### config.mk
export PLATFORM = sky130hd
export DESIGN_NAME = tabla_phase_sequencer
export DESIGN_NICKNAME = d
export VERILOG_FILES = /design/src/rtl/tabla_phase_sequencer.sv
export SDC_FILE = /design/constraint.sdc
export NUM_CORES = 1
export LEC_CHECK = 0
export ABC_AREA = 1
export ABC_CLOCK_PERIOD_IN_PS = 6400
export CORE_MARGIN = 3
export CORE_UTILIZATION = 47
export CTS_BUF_LIST = sky130_fd_sc_hd__clkbuf_8
export CTS_CLUSTER_DIAMETER = 100
export CTS_CLUSTER_SIZE = 20
export DETAILED_ROUTE_END_ITERATION = 12
export PLACE_DENSITY = 0.88
export REMOVE_ABC_BUFFERS = 1
export SLEW_MARGIN = 20
export SYNTH_ARGS = -nofsm -noshare
export SYNTH_HDL_FRONTEND = slang
export SYNTH_SLANG_ARGS = --single-unit
### constraint.sdc
create_clock -name ACLK -period 6.4 [get_ports ACLK]
set_input_delay 0.96 -clock ACLK [delete_from_list [all_inputs] [get_ports ACLK]]
set_output_delay 0.96 -clock ACLK [all_outputs]
set_load 0.01 [all_outputs]
### src/rtl/tabla_phase_sequencer.sv
// Run sequencer: one read and one compute per iteration, then a single write-back, with per-phase cycle counters.
// Optional feature macro: TABLA_SEQ_PERF_CNTR_EN. When defined, the counters are implemented; otherwise they read 0.
module tabla_phase_sequencer #(
  parameter int unsigned ITER_WIDTH      = 8,
  parameter int unsigned PERF_CNTR_WIDTH = 10
) (
  input  logic                       ACLK,
  input  logic                       ARESETN,
  input  logic                       start,
  input  logic                       abort,
  input  logic [ITER_WIDTH-1:0]      num_iter,
  output logic                       rd_req,
  input  logic                       rd_ready,
  input  logic                       rd_done,
  output logic                       wr_req,
  input  logic                       wr_ready,
  input  logic                       wr_done,
  output logic                       compute_start,
  input  logic                       eoc,
  output logic                       data_io_dir,
  output logic                       busy,
  output logic                       done,
  output logic                       aborted,
  output logic [ITER_WIDTH-1:0]      iter_idx,
  output logic [PERF_CNTR_WIDTH-1:0] total_cycles,
  output logic [PERF_CNTR_WIDTH-1:0] rd_cycles,
  output logic [PERF_CNTR_WIDTH-1:0] pr_cycles,
  output logic [PERF_CNTR_WIDTH-1:0] wr_cycles
);

  typedef enum logic [2:0] {
    S_IDLE, S_RD_REQ, S_RD_WAIT, S_COMPUTE, S_WR_REQ, S_WR_WAIT, S_DONE
  } state_e;

  state_e                state_q, state_d;
  logic [ITER_WIDTH-1:0] iter_idx_q, iter_idx_d;
  logic [ITER_WIDTH-1:0] iter_total_q, iter_total_d;
  logic                  cstart_q, cstart_d;
  logic                  aborted_q, aborted_d;
  logic                  clr_cnt;
  logic [ITER_WIDTH:0]   iter_next;

  always_ff @(posedge ACLK) begin
    if (!ARESETN) begin
      state_q      <= S_IDLE;
      iter_idx_q   <= '0;
      iter_total_q <= '0;
      cstart_q     <= 1'b0;
      aborted_q    <= 1'b0;
    end else begin
      state_q      <= state_d;
      iter_idx_q   <= iter_idx_d;
      iter_total_q <= iter_total_d;
      cstart_q     <= cstart_d;
      aborted_q    <= aborted_d;
    end
  end

  assign iter_next = {1'b0, iter_idx_q} + {{ITER_WIDTH{1'b0}}, 1'b1};

  always_comb begin
    state_d      = state_q;
    iter_idx_d   = iter_idx_q;
    iter_total_d = iter_total_q;
    cstart_d     = 1'b0;
    aborted_d    = 1'b0;
    clr_cnt      = 1'b0;
    unique case (state_q)
      S_IDLE: begin
        if (start && !abort) begin
          iter_total_d = (num_iter == '0) ? {{(ITER_WIDTH-1){1'b0}}, 1'b1} : num_iter;
          iter_idx_d   = '0;
          clr_cnt      = 1'b1;
          state_d      = S_RD_REQ;
        end
      end
      S_RD_REQ:  if (rd_ready) state_d = S_RD_WAIT;
      S_RD_WAIT: begin
        if (rd_done) begin
          state_d  = S_COMPUTE;
          cstart_d = 1'b1;
        end
      end
      S_COMPUTE: begin
        // cstart_q marks the first COMPUTE cycle, so an eoc left over from the previous compute is ignored.
        if (!cstart_q && eoc) begin
          if (iter_next < {1'b0, iter_total_q}) begin
            iter_idx_d = iter_next[ITER_WIDTH-1:0];
            state_d    = S_RD_REQ;
          end else begin
            state_d = S_WR_REQ;
          end
        end
      end
      S_WR_REQ:  if (wr_ready) state_d = S_WR_WAIT;
      S_WR_WAIT: if (wr_done) state_d = S_DONE;
      S_DONE:    state_d = S_IDLE;
      default:   state_d = S_IDLE;
    endcase
    if (abort && state_q != S_IDLE) begin
      state_d    = S_IDLE;
      iter_idx_d = iter_idx_q;
      cstart_d   = 1'b0;
      aborted_d  = 1'b1;
    end
  end

  assign rd_req        = (state_q == S_RD_REQ);
  assign wr_req        = (state_q == S_WR_REQ);
  assign data_io_dir   = (state_q == S_WR_REQ) || (state_q == S_WR_WAIT);
  assign busy          = (state_q != S_IDLE);
  assign done          = (state_q == S_DONE);
  assign compute_start = cstart_q;
  assign aborted       = aborted_q;
  assign iter_idx      = iter_idx_q;

`ifdef TABLA_SEQ_PERF_CNTR_EN
  logic [PERF_CNTR_WIDTH-1:0] total_q, rd_q, pr_q, wr_q;

  function automatic logic [PERF_CNTR_WIDTH-1:0] sat_inc(input logic [PERF_CNTR_WIDTH-1:0] v,
                                                         input logic en);
    if (en && v != '1) return v + {{(PERF_CNTR_WIDTH-1){1'b0}}, 1'b1};
    return v;
  endfunction

  always_ff @(posedge ACLK) begin
    if (!ARESETN || clr_cnt) begin
      total_q <= '0;
      rd_q    <= '0;
      pr_q    <= '0;
      wr_q    <= '0;
    end else begin
      total_q <= sat_inc(total_q, state_q != S_IDLE && state_q != S_DONE);
      rd_q    <= sat_inc(rd_q, state_q == S_RD_REQ || state_q == S_RD_WAIT);
      pr_q    <= sat_inc(pr_q, state_q == S_COMPUTE);
      wr_q    <= sat_inc(wr_q, state_q == S_WR_REQ || state_q == S_WR_WAIT);
    end
  end

  assign total_cycles = total_q;
  assign rd_cycles    = rd_q;
  assign pr_cycles    = pr_q;
  assign wr_cycles    = wr_q;
`else
  assign total_cycles = '0;
  assign rd_cycles    = '0;
  assign pr_cycles    = '0;
  assign wr_cycles    = '0;
`endif

endmodule

==> metrics, run 1 <==
slew margin rel. 64.1%; launching point of the worst reg2reg path iter_idx[0]; Num CTS Buffers 3; Worst R2R End iter_idx[3]; largest stage delay on the critical path around 0.54 ns; Avg Inst Size Synth 6.63 µm²; register-to-register setup slack ~3.8 ns; post-CTS sizing 0; Core Footprint 0.00339 mm²; DRT iter0 DRCs 63; Detail Placement HPWL 2500 µm; Reg2Reg Depth 16; layout cells sized above 1 around 4.6%; IO Port Bufs 31; Seq cells post-synth 21; post-synthesis sequential area ratio about a quarter; vias per cell 4.53; Starting Density 49.6%; RSZ-0062 raised after global routing no; share of the synthesized area in the top cell type 25.0%; router iterations before antenna repair 4; Worst Skew 0.00295 ns; Tmin final 2.67 ns; Final Cycle Share 41.7%; Std-Cell Rows 21; final setup fails 0; WP data required 5.44 ns; via count 1485; WHS Endpoint iter_total_q[3]; peak supply drop 200 µV; drt wl/cell 10.0 µm; crit path max fanout 8; CP Capture Type output port; num ports 72; Tightest Hold Check Type reg2reg; worst-margin pin slew 0.536 ns; Die Area about 0.0043 mm²; CP Class reg2out; largest net degree at the start of global routing 18; hold buffers post-CTS 0; setup_tns 0 ns; count of cell types in the netlist 27; total power slightly above 800 µW; type of origin of the critical path flip-flop; Antenna Cells 0; clk root buf clkbuf_8; first-pass GRT wire length 5110 µm; largest area contributor in the netlist dfxtp_1; power density cells 425 mW/mm²; static leakage a little over 0.9 nW; hold wc startpoint iter_total_q[3]; fin. max-slew vios 0; routability cong. roughly 0.87; Fin. Hold Viols 0; Slowest-stage cell, CP clkdlybuf4s50_1; Tot GR Track Use between 10% and 20%; CTS max path bufs 2; Die X 65.8 µm; die height 65.8 µm; CTS tree built; Cell Area, Synth 0.00168 mm²; Clk Latency, worst-skew pair 0.26 ns; fmax 374 MHz; worst-path cell chain inv_1 -> nor2_1 -> inv_1 -> nor2_1 -> clkdlybuf4s50_1; most common cell after layout, fill and taps aside nand2_1; vias in the first global route between 1000 and 1500; remaining antenna violation count 0; clock sink count 21; Synth Instances roughly 250; Routed Wire Length 3280 µm; crit path DAT 1.71 ns; top cells by area, synth dfxtp_1 (25%), buf_4 (18%), nand2_1 (12%); most frequent cells in the layout nand2_1 (54), conb_1 (40), inv_1 (33); status completed; Yosys warning count 0; DR DRC count 0; H-tree depth 1; Post-CTS Setup Bufs 0; Area growth syn-to-layout 12.7%; Reg clk slew, reported paths 0.07 ns; max_cap viols 0; Total Nets Final 308; total congestion overflow 0; Hold Path Depth 2; worst hold slack 0.465 ns; initial antenna violation count 0
## cell usage after synthesis
| library cell | n |
|---|---|
| nand2_1 | 54 |
| nand2_2 | 4 |
| nor2_4 | 1 |
| dfxtp_1 | 21 |
| xor2_1 | 2 |
| xnor2_1 | 1 |
| buf_4 | 41 |
| inv_1 | 32 |
| a21boi_4 | 1 |
| nor2_1 | 25 |
| nor3_1 | 3 |
| and3_1 | 1 |
| and2_1 | 2 |
| a21oi_1 | 20 |
| or2_2 | 1 |
| conb_1 | 1 |
| inv_2 | 1 |
| a211oi_1 | 1 |
| nor2_2 | 1 |
| ha_1 | 8 |
| o21ai_0 | 8 |
| nand4_1 | 1 |
| nor2_8 | 1 |
| buf_6 | 2 |
| buf_2 | 3 |
| nor4_1 | 1 |
| nand3_1 | 17 |
## how the worst max path moves through the flow
stage / cells past startpoint / slack [ns] / startpoint / endpoint
after floorplan: 16 / 4.13 / iter_idx[0] / iter_idx[6]
after global placement: 16 / 3.94 / iter_idx[0] / iter_idx[3]
after detailed placement: 16 / 3.90 / iter_idx[0] / iter_idx[2]
after CTS: 5 / 3.72 / state_q[0] / rd_req
after global routing: 16 / 3.56 / iter_idx[0] / iter_idx[3]
final: 5 / 3.73 / state_q[0] / rd_req
## layout make-up
type / count / area [µm²]
fill: 313 / 1490
inverter: 33 / 124
timing repair buffer: 31 / 310
tap: 46 / 57.6
clock inverter: 1 / 3.75
sequential: 21 / 420
clock buffer: 3 / 41.3
multi-input combinational: 193 / 940
## power by group
group / internal, mW / switching, mW
clock: 0.0427 / 0.0413
combinational: 0.218 / 0.282
sequential: 0.171 / 0.0504
## state kept, by name (all words and copies together) (netlist names)
name / flops
iter_idx: 8
iter_total_q: 8
state_q: 3
aborted: 1
compute_start: 1
## per-stage QoR
stage | instances | worst slack (ns) | util, % | instance area, µm²
detailed placement | 324 | 3.90 | 54.6 | 1850
global route | 328 | 3.56 | 56.0 | 1900
CTS | 328 | 3.72 | 56.0 | 1900
global placement | 324 | 3.94 | 54.6 | 1850
finish | 328 | 3.73 | 56.0 | 1900
floorplan | 247 | 4.13 | - | 1480
## per-layer routing
layer  track usage (%)  vias to the layer above  wire [µm]
li1                  -                      772          -
met1              19.0                      656       1430
met2              24.5                       50       1640
met3              1.19                        7        155
met4              5.70                        0         54
met5                 0                        -          0
## logic make-up after synthesis
family / count (synthesis) / share of synthesized area (%)
fa+ha+maj: 8 / 5.95
simple gates: 112 / 29.5
other cells: 1 / 0.223
flops: 21 / 25.0
buf+inv: 79 / 27.9
compound gates: 30 / 9.89
xor+xnor: 3 / 1.56
## critical path, delay by kind of cell (launching register included)
kind	cells	cell delay [ns]
buffers and inverters	3	0.71
DFF	1	0.50
and+or+nand+nor	2	0.23
No activity file was read; power rests on OpenSTA's default activity.
==> inputs of run 2 (changes only) <==
--- a/config.mk
+++ b/config.mk
@@ -6,14 +6,14 @@
 export NUM_CORES = 1
 export LEC_CHECK = 0
 export ABC_AREA = 1
-export ABC_CLOCK_PERIOD_IN_PS = 6400
+export ABC_CLOCK_PERIOD_IN_PS = 2500
 export CORE_MARGIN = 3
-export CORE_UTILIZATION = 47
+export CORE_UTILIZATION = 44
 export CTS_BUF_LIST = sky130_fd_sc_hd__clkbuf_8
 export CTS_CLUSTER_DIAMETER = 100
 export CTS_CLUSTER_SIZE = 20
 export DETAILED_ROUTE_END_ITERATION = 12
-export PLACE_DENSITY = 0.88
+export PLACE_DENSITY = 0.83
 export REMOVE_ABC_BUFFERS = 1
 export SLEW_MARGIN = 20
 export SYNTH_ARGS = -nofsm -noshare
==> constraint.sdc (replaced) <==
create_clock -name ACLK -period 2.5 [get_ports ACLK]
set_input_delay 0.375 -clock ACLK [delete_from_list [all_inputs] [get_ports ACLK]]
set_output_delay 0.375 -clock ACLK [all_outputs]
set_load 0.01 [all_outputs]
==> run 2 against run 1 <==
  * Combinational power increased to 2.7 times the previous value
  * First-iteration DRC count grew 11%
  * Global-route usage up 0.44 points
  * Via count increased by 1.6%
  * Register-to-register slack got worse by 3.7 ns
  * Sequential power increased to 2.6 times the previous value
  * Critical endpoint is now iter_idx[2]
  * Clock power increased to 2.7 times the previous value
  * Sequential cell count did not move
  * Critical path type is now reg2reg
==> metrics, run 2 (synthesized netlist as in run 1, its figures left out) <==
status completed; H-tree depth 1; vias in the first global route around 1300; dpl cells 325; Die Area 0.00460 mm²; first-pass GRT wire length about 5500 µm; most frequent cells in the layout nand2_1 (53), conb_1 (40), inv_1 (32); drt wl/cell 10.4 µm; fin. max-slew vios 0; remaining antenna violation count 0; via count 1509; crit path DAT between 2 and 3 ns; die height between 60 and 70 µm; Fin. Hold Viols 0; CP Class reg2reg; power density cells 1110 mW/mm²; Detail Placement HPWL 2580 µm; post-route insts no fill around 330; Antenna Cells 0; static leakage 0.949 nW; Core Footprint 0.00349 mm²; Logic pwr share between 60 and 70%; Tmin final around 2.3 ns; initial antenna violation count 0; Finished Cell Area just under 0.002 mm²; Total Nets Final 311; Worst Skew 0.00599 ns; worst hold slack 0.464 ns; type of origin of the critical path flip-flop; IO Port Bufs 31; Tot GR Track Use about 15%; Std-Cell Rows 21; Post-CTS Setup Bufs 0; Placed Area 0.00186 mm²; router iterations before antenna repair 4; Net Sw Frac 47.4%; DRT iter0 DRCs 70; total congestion overflow 0; clock sink count 21; DR DRC count 0; fmax about 430 MHz; internal power approximately 1.1 mW; layout cells sized above 1 7.37%; CP Capture Type flip-flop; max_cap viols 0; vias per cell 4.56; Starting Density 48.2%; final setup fails 0; most common cell after layout, fill and taps aside nand2_1; Routed Wire Length 3440 µm; clk root buf clkbuf_8; num ports 72; switching power 1.02 mW; Final Worst Setup Slack 0.167 ns; CTS tree built; WP data required 2.67 ns; largest net degree at the start of global routing 18; Area growth syn-to-layout 15.2%; layout filler cell count ~330; Reg clk slew, reported paths 0.08 ns; Final Cycle Share 93.3%; routability cong. 0.843; Flop pwr share 26.7%; crit path max fanout 6; fin util 55.5%; CTS max path bufs 2; peak supply drop 575 µV; Tightest Hold Check Type reg2reg; Clk Latency, worst-skew pair 0.27 ns; Place WS 0.0225 ns; Clock power frac 10.6%; Num CTS Buffers 3; Die X 67.8 µm
==> run 2: worst max-delay path, cell delays in order (launching register included) <==
cell,delay [ns]
dfxtp_2,0.35
ha_2,0.20
nand3_2,0.10
nor2_1,0.06
or2_2,0.28
and2_1,0.14
ha_1,0.28
nand2_1,0.07
nand2_1,0.06
nand2_1,0.05
nand2_1,0.05
nor2_1,0.13
nand2_2,0.13
nand2_2,0.13
nand3_1,0.08
nand2_1,0.08
nor2_1,0.04
==> run 2: final timing paths <==
check	cells after the start	slack, ns	from	to
setup / recovery	16	0.17	iter_idx[0]	iter_idx[2]
hold / removal	2	0.46	iter_total_q[2]	iter_total_q[2]
setup reg to reg	16	0.17	iter_idx[0]	iter_idx[2]
hold reg to reg	2	0.46	iter_total_q[2]	iter_total_q[2]
==> run 2: layout make-up <==
type	instances	area [µm²]	share of cell area, %
clock buffers	3	41.3	2.13
clock inverters	1	5.00	0.258
inverters	33	124	6.39
multi-input cells	195	972	50.1
flip-flops and latches	21	422	21.7
well taps	46	57.6	2.97
repair buffers	32	318	16.4
==> run 2: metal layers <==
metal  track usage (%)  wire length, µm  vias to the layer above
li1                  -                -                      772
met1              19.9             1520                      667
met2              24.5             1570                       62
met3              1.64              272                        8
met4              6.45               76                        0
met5                 0                0                        -
==> run 2: power groups by stage <==
stage	registers [mW]	clock network [mW]	logic (mW)
2_1_floorplan	0.570	0	0.877
3_3_place_gp	0.567	0	1.22
3_5_place_dp	0.574	0	1.26
4_1_cts	0.566	0.230	1.27
5_1_grt	0.586	0.237	1.54
6_report	0.573	0.226	1.34
==> run 2: through the flow <==
step,TNS (ns),power (mW)
finish,0,2.14
global route,-0.0525,2.36
CTS,0,2.06
detailed placement,0,1.83
global placement,0,1.79
floorplan,0,1.45
==> run 2: repair_timing <==
action / CTS / global route
hold buffers: 0 / 0
resized for setup: 0 / 6
setup endpoints to repair: 0 / 9
